`config.mk`:
```
export PLATFORM = sky130hd
export DESIGN_NAME = inst_fetch
export DESIGN_NICKNAME = d
export VERILOG_FILES = /design/src/rtl/inst_fetch.sv
export SDC_FILE = /design/constraint.sdc
export NUM_CORES = 1
export LEC_CHECK = 0
export CAP_MARGIN = 30
export CELL_PAD_IN_SITES_DETAIL_PLACEMENT = 0
export CELL_PAD_IN_SITES_GLOBAL_PLACEMENT = 2
export CORE_UTILIZATION = 36
export CTS_CLUSTER_SIZE = 40
export DETAILED_ROUTE_END_ITERATION = 12
export GPL_ROUTABILITY_DRIVEN = 0
export PLACE_DENSITY_LB_ADDON = 0.1
export SYNTH_ARGS = -nofsm -noshare
export SYNTH_HDL_FRONTEND = slang
export SYNTH_SLANG_ARGS = --single-unit
```
`constraint.sdc`:
```
create_clock -name clk -period 11 [get_ports clk]
set_input_delay 1.1 -clock clk [delete_from_list [all_inputs] [get_ports clk]]
set_output_delay 1.1 -clock clk [all_outputs]
set_load 0.01 [all_outputs]
```
`src/rtl/inst_fetch.sv`:
```
// rtl/inst_fetch.sv - instruction fetch: PC, in-order imem reads, output FIFO, redirect/drain
// Optional: define FETCH_MISALIGN_EN to add the sticky fetch_misalign output.
module inst_fetch #(
  parameter logic [31:0] RESET_PC   = 32'h0000_0000,
  parameter int          FIFO_DEPTH = 2
) (
  input  logic        clk,
  input  logic        rst,
  output logic        imem_req_valid,
  input  logic        imem_req_ready,
  output logic [31:0] imem_req_addr,
  input  logic        imem_rsp_valid,
  input  logic [31:0] imem_rsp_data,
  input  logic        redirect_valid,
  input  logic [31:0] redirect_pc,
  output logic        code_valid,
  input  logic        code_ready,
  output logic [31:0] code,
  output logic [31:0] code_pc
`ifdef FETCH_MISALIGN_EN
  ,
  output logic        fetch_misalign
`endif
);

  localparam int PW  = (FIFO_DEPTH > 1) ? $clog2(FIFO_DEPTH) : 1;
  localparam int CW  = $clog2(FIFO_DEPTH + 1);
  localparam int CW1 = CW + 1;
  localparam logic [PW-1:0]  PTR_LAST = PW'(FIFO_DEPTH - 1);
  localparam logic [CW1-1:0] DEPTH_W  = CW1'(FIFO_DEPTH);
  localparam logic [31:0]    NOP      = 32'h0000_0013;

  typedef enum logic [1:0] {S_IDLE, S_RUN, S_DRAIN} state_t;

  state_t        r_state;
  logic [31:0]   r_pc;
  logic [CW-1:0] r_outstanding;
  logic [CW-1:0] r_count;
  logic [PW-1:0] r_rd_ptr;
  logic [PW-1:0] r_wr_ptr;
  logic [31:0]   r_fifo_data [FIFO_DEPTH];
  logic [31:0]   r_fifo_pc   [FIFO_DEPTH];

  logic           w_rsp_take;
  logic           w_accept;
  logic           w_push;
  logic           w_pop;
  logic           w_block;
  logic [CW-1:0]  w_out_after;
  logic [CW1-1:0] w_inflight;
  logic [31:0]    w_rsp_pc;
  logic [31:0]    w_target;

`ifdef FETCH_MISALIGN_EN
  logic r_misalign;
  assign w_block        = r_misalign;
  assign fetch_misalign = r_misalign;
  assign w_target       = redirect_pc;
`else
  assign w_block  = 1'b0;
  assign w_target = redirect_pc & 32'hFFFF_FFFC;
`endif

  assign w_rsp_take  = imem_rsp_valid && (r_outstanding != '0);
  assign w_out_after = r_outstanding - CW'(w_rsp_take);
  assign w_inflight  = {1'b0, r_outstanding} + {1'b0, r_count};

  assign imem_req_valid = (r_state == S_RUN) && !redirect_valid && !w_block &&
                          (w_inflight < DEPTH_W);
  assign imem_req_addr  = r_pc;
  assign w_accept       = imem_req_valid && imem_req_ready;

  // All outstanding requests are consecutive words ending just below r_pc.
  assign w_rsp_pc = r_pc - (32'(r_outstanding) << 2);
  assign w_push   = w_rsp_take && (r_state == S_RUN) && !redirect_valid;

  assign code_valid = (r_count != '0);
  assign w_pop      = code_valid && code_ready && !redirect_valid;
  assign code       = code_valid ? r_fifo_data[r_rd_ptr] : NOP;
  assign code_pc    = code_valid ? r_fifo_pc[r_rd_ptr]   : 32'h0;

  always_ff @(posedge clk or posedge rst) begin
    if (rst) begin
      r_state       <= S_IDLE;
      r_pc          <= RESET_PC;
      r_outstanding <= '0;
      r_count       <= '0;
      r_rd_ptr      <= '0;
      r_wr_ptr      <= '0;
`ifdef FETCH_MISALIGN_EN
      r_misalign    <= 1'b0;
`endif
    end else begin
      case (r_state)
        S_IDLE:  r_state <= S_RUN;
        S_RUN:   if (redirect_valid && (w_out_after != '0)) r_state <= S_DRAIN;
        S_DRAIN: if (!redirect_valid && (w_out_after == '0)) r_state <= S_RUN;
        default: r_state <= S_IDLE;
      endcase

      r_outstanding <= w_out_after + CW'(w_accept);

      if (redirect_valid) begin
        r_pc     <= w_target;
        r_count  <= '0;
        r_rd_ptr <= '0;
        r_wr_ptr <= '0;
`ifdef FETCH_MISALIGN_EN
        r_misalign <= (redirect_pc[1:0] != 2'b00);
`endif
      end else begin
        if (w_accept) r_pc <= r_pc + 32'd4;
        if (w_push)   r_wr_ptr <= (r_wr_ptr == PTR_LAST) ? '0 : r_wr_ptr + 1'b1;
        if (w_pop)    r_rd_ptr <= (r_rd_ptr == PTR_LAST) ? '0 : r_rd_ptr + 1'b1;
        r_count <= r_count + CW'(w_push) - CW'(w_pop);
      end
    end
  end

  always_ff @(posedge clk) begin
    if (w_push) begin
      r_fifo_data[r_wr_ptr] <= imem_rsp_data;
      r_fifo_pc[r_wr_ptr]   <= w_rsp_pc;
    end
  end

endmodule

```
* Yosys cells after proc, flatten, opt, wreduce, memory -nomap -nowiden
Memories as Yosys holds them, arrays and structs flattened.
Cells that the tools add are included.
** Storage, ports and cells
- Flip-flop bits (word level) :: 40
- RAM bits :: 128
- Input port bits :: 70
- Word-level logic and storage cells :: 58
- Memories kept :: 2
** Memories
- r_fifo_data :: depth 2, width 32, read ports 1, clocked after memory_dff 0, write ports 1, RTL line 41 : logic [31:0] r_fifo_data [FIFO_DEPTH];
- r_fifo_pc :: depth 2, width 32, read ports 1, clocked after memory_dff 0, write ports 1, RTL line 42 : logic [31:0] r_fifo_pc [FIFO_DEPTH];
** Operators by class
- Add/sub/neg operators :: 9
- Order comparisons :: 1
- Equality and inequality tests :: 4
- Mux-type cells :: 16
- Reduce and logical (&&, ||, !) cells :: 20
** Operator list (number)
- $mux 32 :: 4
- $add 32x3->32 const B :: 1
- $sub 32x4->32 :: 1
- $reduce_bool 2->1 :: 6
- $logic_and 1x1->1 :: 10
- $mux 1 :: 8
- $mux 2 :: 3
- $pmux 2 s3 :: 1
- $add 2x1->2 :: 2
- $logic_not 2->1 :: 2
- $sub 2x1->2 :: 2
- $add 2x2->3 :: 1
- $lt 3x2->1 const B :: 1
- $add 1x1->1 const B :: 2
- $eq 2x1->1 const B :: 1
- $eq 2x2->1 const B :: 1
- $ne 2x1->1 const B :: 1
- $ne 2x2->1 const B :: 1
- $reduce_and 2->1 :: 1
- $logic_not 1->1 :: 1

* Logic depth before layout (Yosys ltp)
Gate-level depths: netlist (run 1).
- Depth in word-level cells :: 7
- Gate-level depth with buffers :: 10
- Mapped depth without buffers :: 10

* Worst setup path before layout (run 1)
OpenSTA, ideal clock, no wires.
- Path kind :: input port to flip-flop
- Start point :: input port redirect_valid
- End point :: memory r_fifo_data[0][0] (enable)
- Library setup time :: 0.482 ns
- Data arrival time :: 4.292 ns
- Required time :: 10.518 ns
- Setup slack :: 6.225 ns
- Stages on the path :: 3
- Path buffers :: 1
- Cell sequence :: clkbuf_1 -> or3_1 -> nor2_1
** On the way
- Cells in the longest elaborated chain, start to end :: 4
** Ends and longest elaborated chain
- from (decl) :: RTL line 14 : input logic redirect_valid,
- $logic_not 1->1 :: RTL line 75 : assign w_push = w_rsp_take && (r_state == S_RUN) && !redirect_valid;
- $logic_and 1x1->1 :: RTL line 75
- $mux 1 :: RTL line 121 : if (w_push) begin
- $mux 1 (not written as such) :: RTL line 122 : r_fifo_data[r_wr_ptr] <= imem_rsp_data;
- to (decl) :: RTL line 41
No other way between the ends.

* Final worst setup path (run 1)
- Start point :: input port redirect_valid
- End point :: register r_pc[12], in the netlist imem_req_addr[12]
** On the way
- Cells in the longest elaborated chain, start to end :: 5
- Elaborated cells between the ends (all ways) :: 6
** Ends and longest elaborated chain
- $logic_not 1->1 :: RTL line 68 : assign imem_req_valid = (r_state == S_RUN) && !redirect_valid && !w_block &&
- $logic_and 1x1->1 (2 in series) :: RTL line 68
- $logic_and 1x1->1 :: RTL line 71 : assign w_accept = imem_req_valid && imem_req_ready;
- $reduce_bool 2->1 (no line)
- to (signal assigned) :: RTL line 104 : r_pc <= w_target;
- to (signal assigned) :: RTL line 112 : if (w_accept) r_pc <= r_pc + 32'd4;
- to (decl) :: RTL line 36 : logic [31:0] r_pc;
Parallel ways exist; a longest one is shown, timed or not.
A chain may end at the register's enable or synchronous reset.

==> impl_metrics.tcl, run 1 <==
set metrics [dict create \
    setup_violations 0 \
    cts.path.max_buffers 2 \
    max_freq_mhz 274 \
    antenna_found_initial 0 \
    synth_cells 623 \
    vias_per_cell 5.00 \
    synthArstFlopShare_pct 23.5 \
    clk_pin_slew_worst_paths_ps 70 \
    postRouteAntennaNets 0 \
    syn_area_sq_um 7660 \
    ioPinCount 168 \
    grt_usage_pct 16.6 \
    placed_cell_area_sq_um 9480 \
    cpPeakStageDelay_ps 790 \
    instances_no_fill 1051 \
    synthMuxAreaShare_pct 8.37 \
    grt_overflow_total 0 \
    insertedDiodeCount 0 \
    routed_wirelength_mm 17.6 \
    drv_cap 0 \
    yosysSeqAreaShare_pct 61.0 \
    synthFlopType "edfxtp_1" \
    whs_ps 506 \
    fin_area_sq_um 10100 \
    synth_compound_area_share_pct 5.57 \
    yosys.area_share.simple_pct 15.4 \
    outcome "complete, no violations" \
    swShare_pct 32.0 \
    ir_drop_mv 0.137 \
    power_mw 2.01 \
    ys_seq_elements 162 \
    cts_resized 0 \
    avgSynthCellArea_sq_um 12.3 \
    period_share_pct 33.2 \
    drv_slew 0 \
    cts_root_buf "clkbuf_16" \
    p_sw_mw 0.644 \
    drc 0 \
    sequentialPowerShare_pct 41.4 \
    drive_gt1_share_pct 7.81 \
    dp_hpwl_mm 11.7 \
    synth_edf_count 124 \
    crit_path_max_fanout 58 \
    drt_iter0_drc 264 \
    p_per_area_nw_per_um2 200 \
    synth-xor-area-share_pct 4.23 \
    post_cts_buffers 0 \
    yosys.area_share.adder_pct 1.67 \
    tightest_slew_ps 863 \
    first_pass_iters 5 \
    use_met2_pct 27.1 \
    cp.required_ps 11310 \
    power.internal_mw 1.37 \
    wl_per_cell_um 16.7 \
    setup-tns-final_ps 0 \
    start_kind "input port" \
    yosysWarnings 0 \
    timing.final.hold_violations 0 \
    path_class "input port to register" \
    tritoncts "built" \
    fp.dieW_um 148 \
    hold_class "register to register" \
    htreeDepth 4 \
    slew_headroom_pct 42.5 \
    busiest_layer "met2" \
    start_util_pct 37.2 \
    syn2layout_area_growth_pct 31.3 \
    numCtsBuffers 17 \
    grt_util_met1_pct 22.4 \
    placed_cells 1019 \
    grt_setup_unrepaired "no" \
    rows 52 \
    cp-end-kind "register" \
    yosysUniqueCellTypes 54 \
    clock_skew_ps 12.5 \
    hold_depth 1 \
    combPwrFrac_pct 29.9 \
    ctsHoldBuffers 0 \
    numPortBuffers 161 \
    period_minus_slack_ps 3650 \
    cp.arrival_ps 3960 \
    grt_max_degree 63 \
    power_frac_clock_pct 28.6 \
    synth_top_family_by_area "simple AND/OR/NAND/NOR gates" \
    grt_pass1_wl_mm 27.9 \
    use_met3_pct 3.21 \
    p_leak_nw 3.48 \
    die-area_sq_um 21900 \
    core_area_sq_um 20600 \
    worstPathCellList "clkbuf_2, buf_4, or4b_1, or2_4, clkinv_1, nor2_1, o21ai_0, o311ai_0" \
    cts.sinks 162 \
    final_nets 847 \
    critPathSlowestCell "nor2_1" \
    r2r_cells 8 \
    die_y_um 148 \
    grt_pass1_vias 5238 \
    dr_total_vias 5252 \
    clock_latency_ps 420 \
]
-- power by group through the flow --
stage	clock (mW)	sequential, mW	combinational, mW
floorplan	0	0.808	0.362
global placement	0	0.868	0.579
detailed placement	0	0.848	0.612
CTS	0.591	0.835	0.615
global route	0.614	0.846	0.663
finish	0.576	0.834	0.602
-- synth_stat cells (all sizes together), types with 2 or more instances --
master,count,area share (%)
o221ai,3,0.34
fa,2,0.52
a22oi,3,0.29
o311ai,7,0.80
nand4,10,0.82
or3,5,0.47
inv,14,0.69
a21oi,5,0.33
xor2,25,2.9
edfxtp,124,49
a31oi,3,0.25
o21ai,24,1.6
and2,2,0.16
mux2i,64,8.4
nor4,11,1.6
o211ai,4,0.39
ha,7,1.1
nand3,24,1.6
a221o,6,0.78
clkbuf,19,0.95
nor2b,6,0.49
or4,6,0.64
or2,3,0.28
a32oi,2,0.23
nor2,87,4.3
buf,25,2.0
nand2,50,2.5
nand2b,6,0.49
a21o,3,0.29
dfrtp,38,12
nor3,11,1.1
nand3b,3,0.34
xnor2,12,1.4
and3,2,0.16
-- critical path, delay by kind of cell --
family / cells / cell delay (ps)
buffers and inverters: 3 / 1100
AO/OA/AOI/OAI: 2 / 330
AND/OR/NAND/NOR: 3 / 1400
-- final timing paths --
| check | startpoint | endpoint | slack, ps |
|---|---|---|---|
| max in group asynchronous | rst | r_rd_ptr | 9460 |
| max reg2reg | r_count[0] | imem_req_addr[12] | 7600 |
| min in group asynchronous | rst | imem_req_addr[31] | 1120 |
| max | redirect_valid | imem_req_addr[12] | 7350 |
| min | r_state[0] | r_state[1] | 510 |
| min reg2reg | r_state[0] | r_state[1] | 510 |
-- flip-flops by register name, summed over array words and instances, names as in the netlist --
name / flops
r_fifo_pc: 60
r_state: 2
imem_req_addr: 30
r_fifo_data: 64
r_wr_ptr: 1
r_count: 2
r_outstanding: 2
r_rd_ptr: 1
-- per-layer routing --
metal  vias to the layer above  share of wire [%]  wire [um]
met3                        15                4.8        851
li1                       2558                  -          -
met5                         -                  0          0
met4                         0                1.0        176
met1                      2520                 48       8400
met2                       159                 46       8160
-- metrics by stage --
stage	worst slack (ps)	utilization (%)
5_1_grt	7030	48.9
3_5_place_dp	6890	46.1
2_1_floorplan	6230	-
3_3_place_gp	6980	46.0
6_report	7350	48.9
4_1_cts	7350	48.9
-- layout by cell type (no fill, tap or decap), types with 5 or more instances in the layout --
master / count
a21oi_1: 5
a221o_1: 6
buf_4: 5
clkbuf_16: 17
clkdlybuf4s50_1: 160
dfrtp_1: 37
edfxtp_1: 124
ha_1: 7
inv_1: 14
inv_6: 6
mux2i_1: 64
nand2_1: 50
nand2b_1: 6
nand3_1: 23
nand4_1: 10
nor2_1: 84
nor2b_1: 6
nor3_1: 7
nor4_1: 5
o21ai_0: 24
o311ai_0: 7
or4_1: 5
xnor2_1: 12
xor2_1: 25
-- cell families after synthesis --
logic type / after synthesis
and+or+nand+nor: 229
DFF: 162
muxes: 64
AOI/OAI and AO/OA: 62
buffers and inverters: 59
xor gates and xnor gates: 37
adders and majority gates: 9
other: 1
-- cell type report --
type | instances | area, sq um
fill | 1889 | 10500
sequential | 162 | 4680
multi-input combinational | 405 | 2740
timing repair buffer | 167 | 1670
clock buffer | 17 | 425
tap | 270 | 338
clock inverter | 15 | 148
inverter | 15 | 56.3
(Power assumes the default switching activity.)
==> inputs of run 2 (changes only) <==
--- a/config.mk
+++ b/config.mk
@@ -8,7 +8,7 @@
 export CAP_MARGIN = 30
 export CELL_PAD_IN_SITES_DETAIL_PLACEMENT = 0
 export CELL_PAD_IN_SITES_GLOBAL_PLACEMENT = 2
-export CORE_UTILIZATION = 36
+export CORE_UTILIZATION = 30
 export CTS_CLUSTER_SIZE = 40
 export DETAILED_ROUTE_END_ITERATION = 12
 export GPL_ROUTABILITY_DRIVEN = 0
==> constraint.sdc (replaced) <==
create_clock -name clk -period 3.3 [get_ports clk]
set_input_delay 0.33 -clock clk [delete_from_list [all_inputs] [get_ports clk]]
set_output_delay 0.33 -clock clk [all_outputs]
set_load 0.01 [all_outputs]
==> run 2 against run 1 <==
Compared with the run above: die area rose by 20%; non-clock buffer count rose by 13; register-to-register slack got worse by 7200 ps; clock skew rose by 1.8 ps; hold slack got worse by 140 ps; setup slack got worse by 6900 ps; cell area rose by 2.0%; sequential power rose to 3.3 times the previous value; flip-flop and latch count did not move; critical path depth did not move; highest routed layer unchanged.
==> impl_metrics.tcl, run 2 (synthesis results as in run 1) <==
set metrics [dict create \
    start_kind "register" \
    drc 0 \
    tritoncts "built" \
    max_freq_mhz 347 \
    path_class "register to register" \
    multiInputGateArea_sq_um 2740 \
    first_pass_iters 4 \
    fillerInstances 2426 \
    grt_usage_pct 14.7 \
    numPortBuffers 161 \
    critPathSlowestCell "or4b_1" \
    p_per_area_nw_per_um2 656 \
    power_mw 6.73 \
    slew_headroom_pct 42.7 \
    fin_ws_ps 416 \
    drt_iter0_drc 292 \
    r2r_end "imem_req_addr[30]" \
    drv_cap 0 \
    rows 58 \
    cts_root_buf "clkbuf_16" \
    cp.required_ps 3610 \
    final_nets 860 \
    ir_drop_mv 0.303 \
    r2r_cells 8 \
    pre_cts_slack_ps 417 \
    postRouteAntennaNets 0 \
    crit_path_max_fanout 10 \
    tightest_slew_ps 859 \
    clock_latency_ps 420 \
    hold_depth 3 \
    setup_violations 0 \
    period_minus_slack_ps 2880 \
    dr_total_vias 5316 \
    vias_per_cell 4.73 \
    cpPeakStageDelay_ps 560 \
    cp-end-kind "register" \
    wl_per_cell_um 16.8 \
    placed_cell_area_sq_um 9700 \
    die-area_sq_um 26200 \
    cts.path.max_buffers 2 \
    regMostFlops "r_fifo_data" \
    core_area_sq_um 25100 \
    hold_start "redirect_valid" \
    timing.final.hold_violations 0 \
    grt_pass1_vias 5350 \
    cp_top_family "simple AND/OR/NAND/NOR gates" \
    reg2reg_slack_ps 420 \
    cts_resized 0 \
    routed_wirelength_mm 18.9 \
    fin_area_sq_um 10300 \
    clock_skew_ps 14.3 \
    worstHoldEndpoint "r_wr_ptr" \
    syn2layout_area_growth_pct 33.9 \
    ctsHoldBuffers 0 \
    dp_hpwl_mm 13.3 \
    final_cell_mix "clkdlybuf4s50_1, edfxtp_1, nor2_1" \
    cts.sinks 162 \
    hold_class "input port to register" \
    numCtsBuffers 17 \
    start_util_pct 30.5 \
    worstPathCellList "and2_1, fa_1, or4b_1, or2_4, clkinv_1, nor2_1, a21o_1, a221o_1" \
    antenna_found_initial 0 \
    p_leak_nw 3.55 \
    post_cts_buffers 0 \
    grt_pass1_wl_mm 29.5 \
    seq_area_sq_um 4680 \
    r2r-start "r_count[0]" \
    cp.arrival_ps 3190 \
    grt_max_degree 49 \
    insertedDiodeCount 0 \
    worst-path-buf-inv 1 \
    final_common_cell "clkdlybuf4s50_1" \
    period_share_pct 87.4 \
    die_y_um 162 \
    grt_overflow_total 0 \
    clk_pin_slew_worst_paths_ps 70 \
    ioPinCount 168 \
    outcome "complete, no violations" \
    drv_slew 0 \
    htreeDepth 4 \
    largest_reg_flops 64 \
    drive_gt1_share_pct 9.07 \
    fp.dieW_um 162 \
    grt_setup_unrepaired "no" \
]
## run 2: metal layers
| metal | track usage [%] | share of wire [%] |
|---|---|---|
| met4 | 4.46 | 1.2 |
| met1 | 20.1 | 48 |
| met5 | 0 | 0 |
| met3 | 3.60 | 5.0 |
| met2 | 23.1 | 46 |
## run 2: final cells by class
cell class | instances | share of cell area, %
flip-flops and latches | 162 | 45.6
multi-input cells | 405 | 26.7
repair buffers | 180 | 17.7
clock buffers | 17 | 4.15
well taps | 330 | 4.03
clock inverters | 15 | 1.28
inverters | 15 | 0.549
## run 2: per-stage QoR
stage | instances | utilization, % | setup TNS (ps) | hold slack, ps
finish | 1124 | 40.8 | 0 | 366
global route | 1124 | 40.8 | 0 | 355
floorplan | 626 | - | -93990 | 429
detailed placement | 1092 | 38.6 | 0 | 506
CTS | 1124 | 40.8 | 0 | 343
global placement | 1092 | 38.6 | 0 | 476
## run 2: worst reg2reg max path, cell delays in order (launching register included)
cell	delay, ps
dfrtp_1	420
and2_1	180
fa_1	460
or4b_1	560
or2_4	260
clkinv_1	170
nor2_1	220
a21o_1	220
a221o_1	280
## run 2: how the worst max path moves through the flow
stage | from | to | slack (ps) | cells past startpoint
CTS | r_count[0] | imem_req_addr[30] | 410 | 8
detailed placement | r_count[0] | imem_req_addr[20] | 420 | 8
global placement | r_count[0] | imem_req_addr[30] | 430 | 8
floorplan | r_state[1] | r_fifo_data[0][0] | -760 | 3
global route | r_count[0] | imem_req_addr[20] | 200 | 8
finish | r_count[0] | imem_req_addr[30] | 420 | 8
## run 2: power breakdown
group	switching, mW	internal, mW
clock network	0.819	1.04
logic	1.06	1.03
registers	0.268	2.50
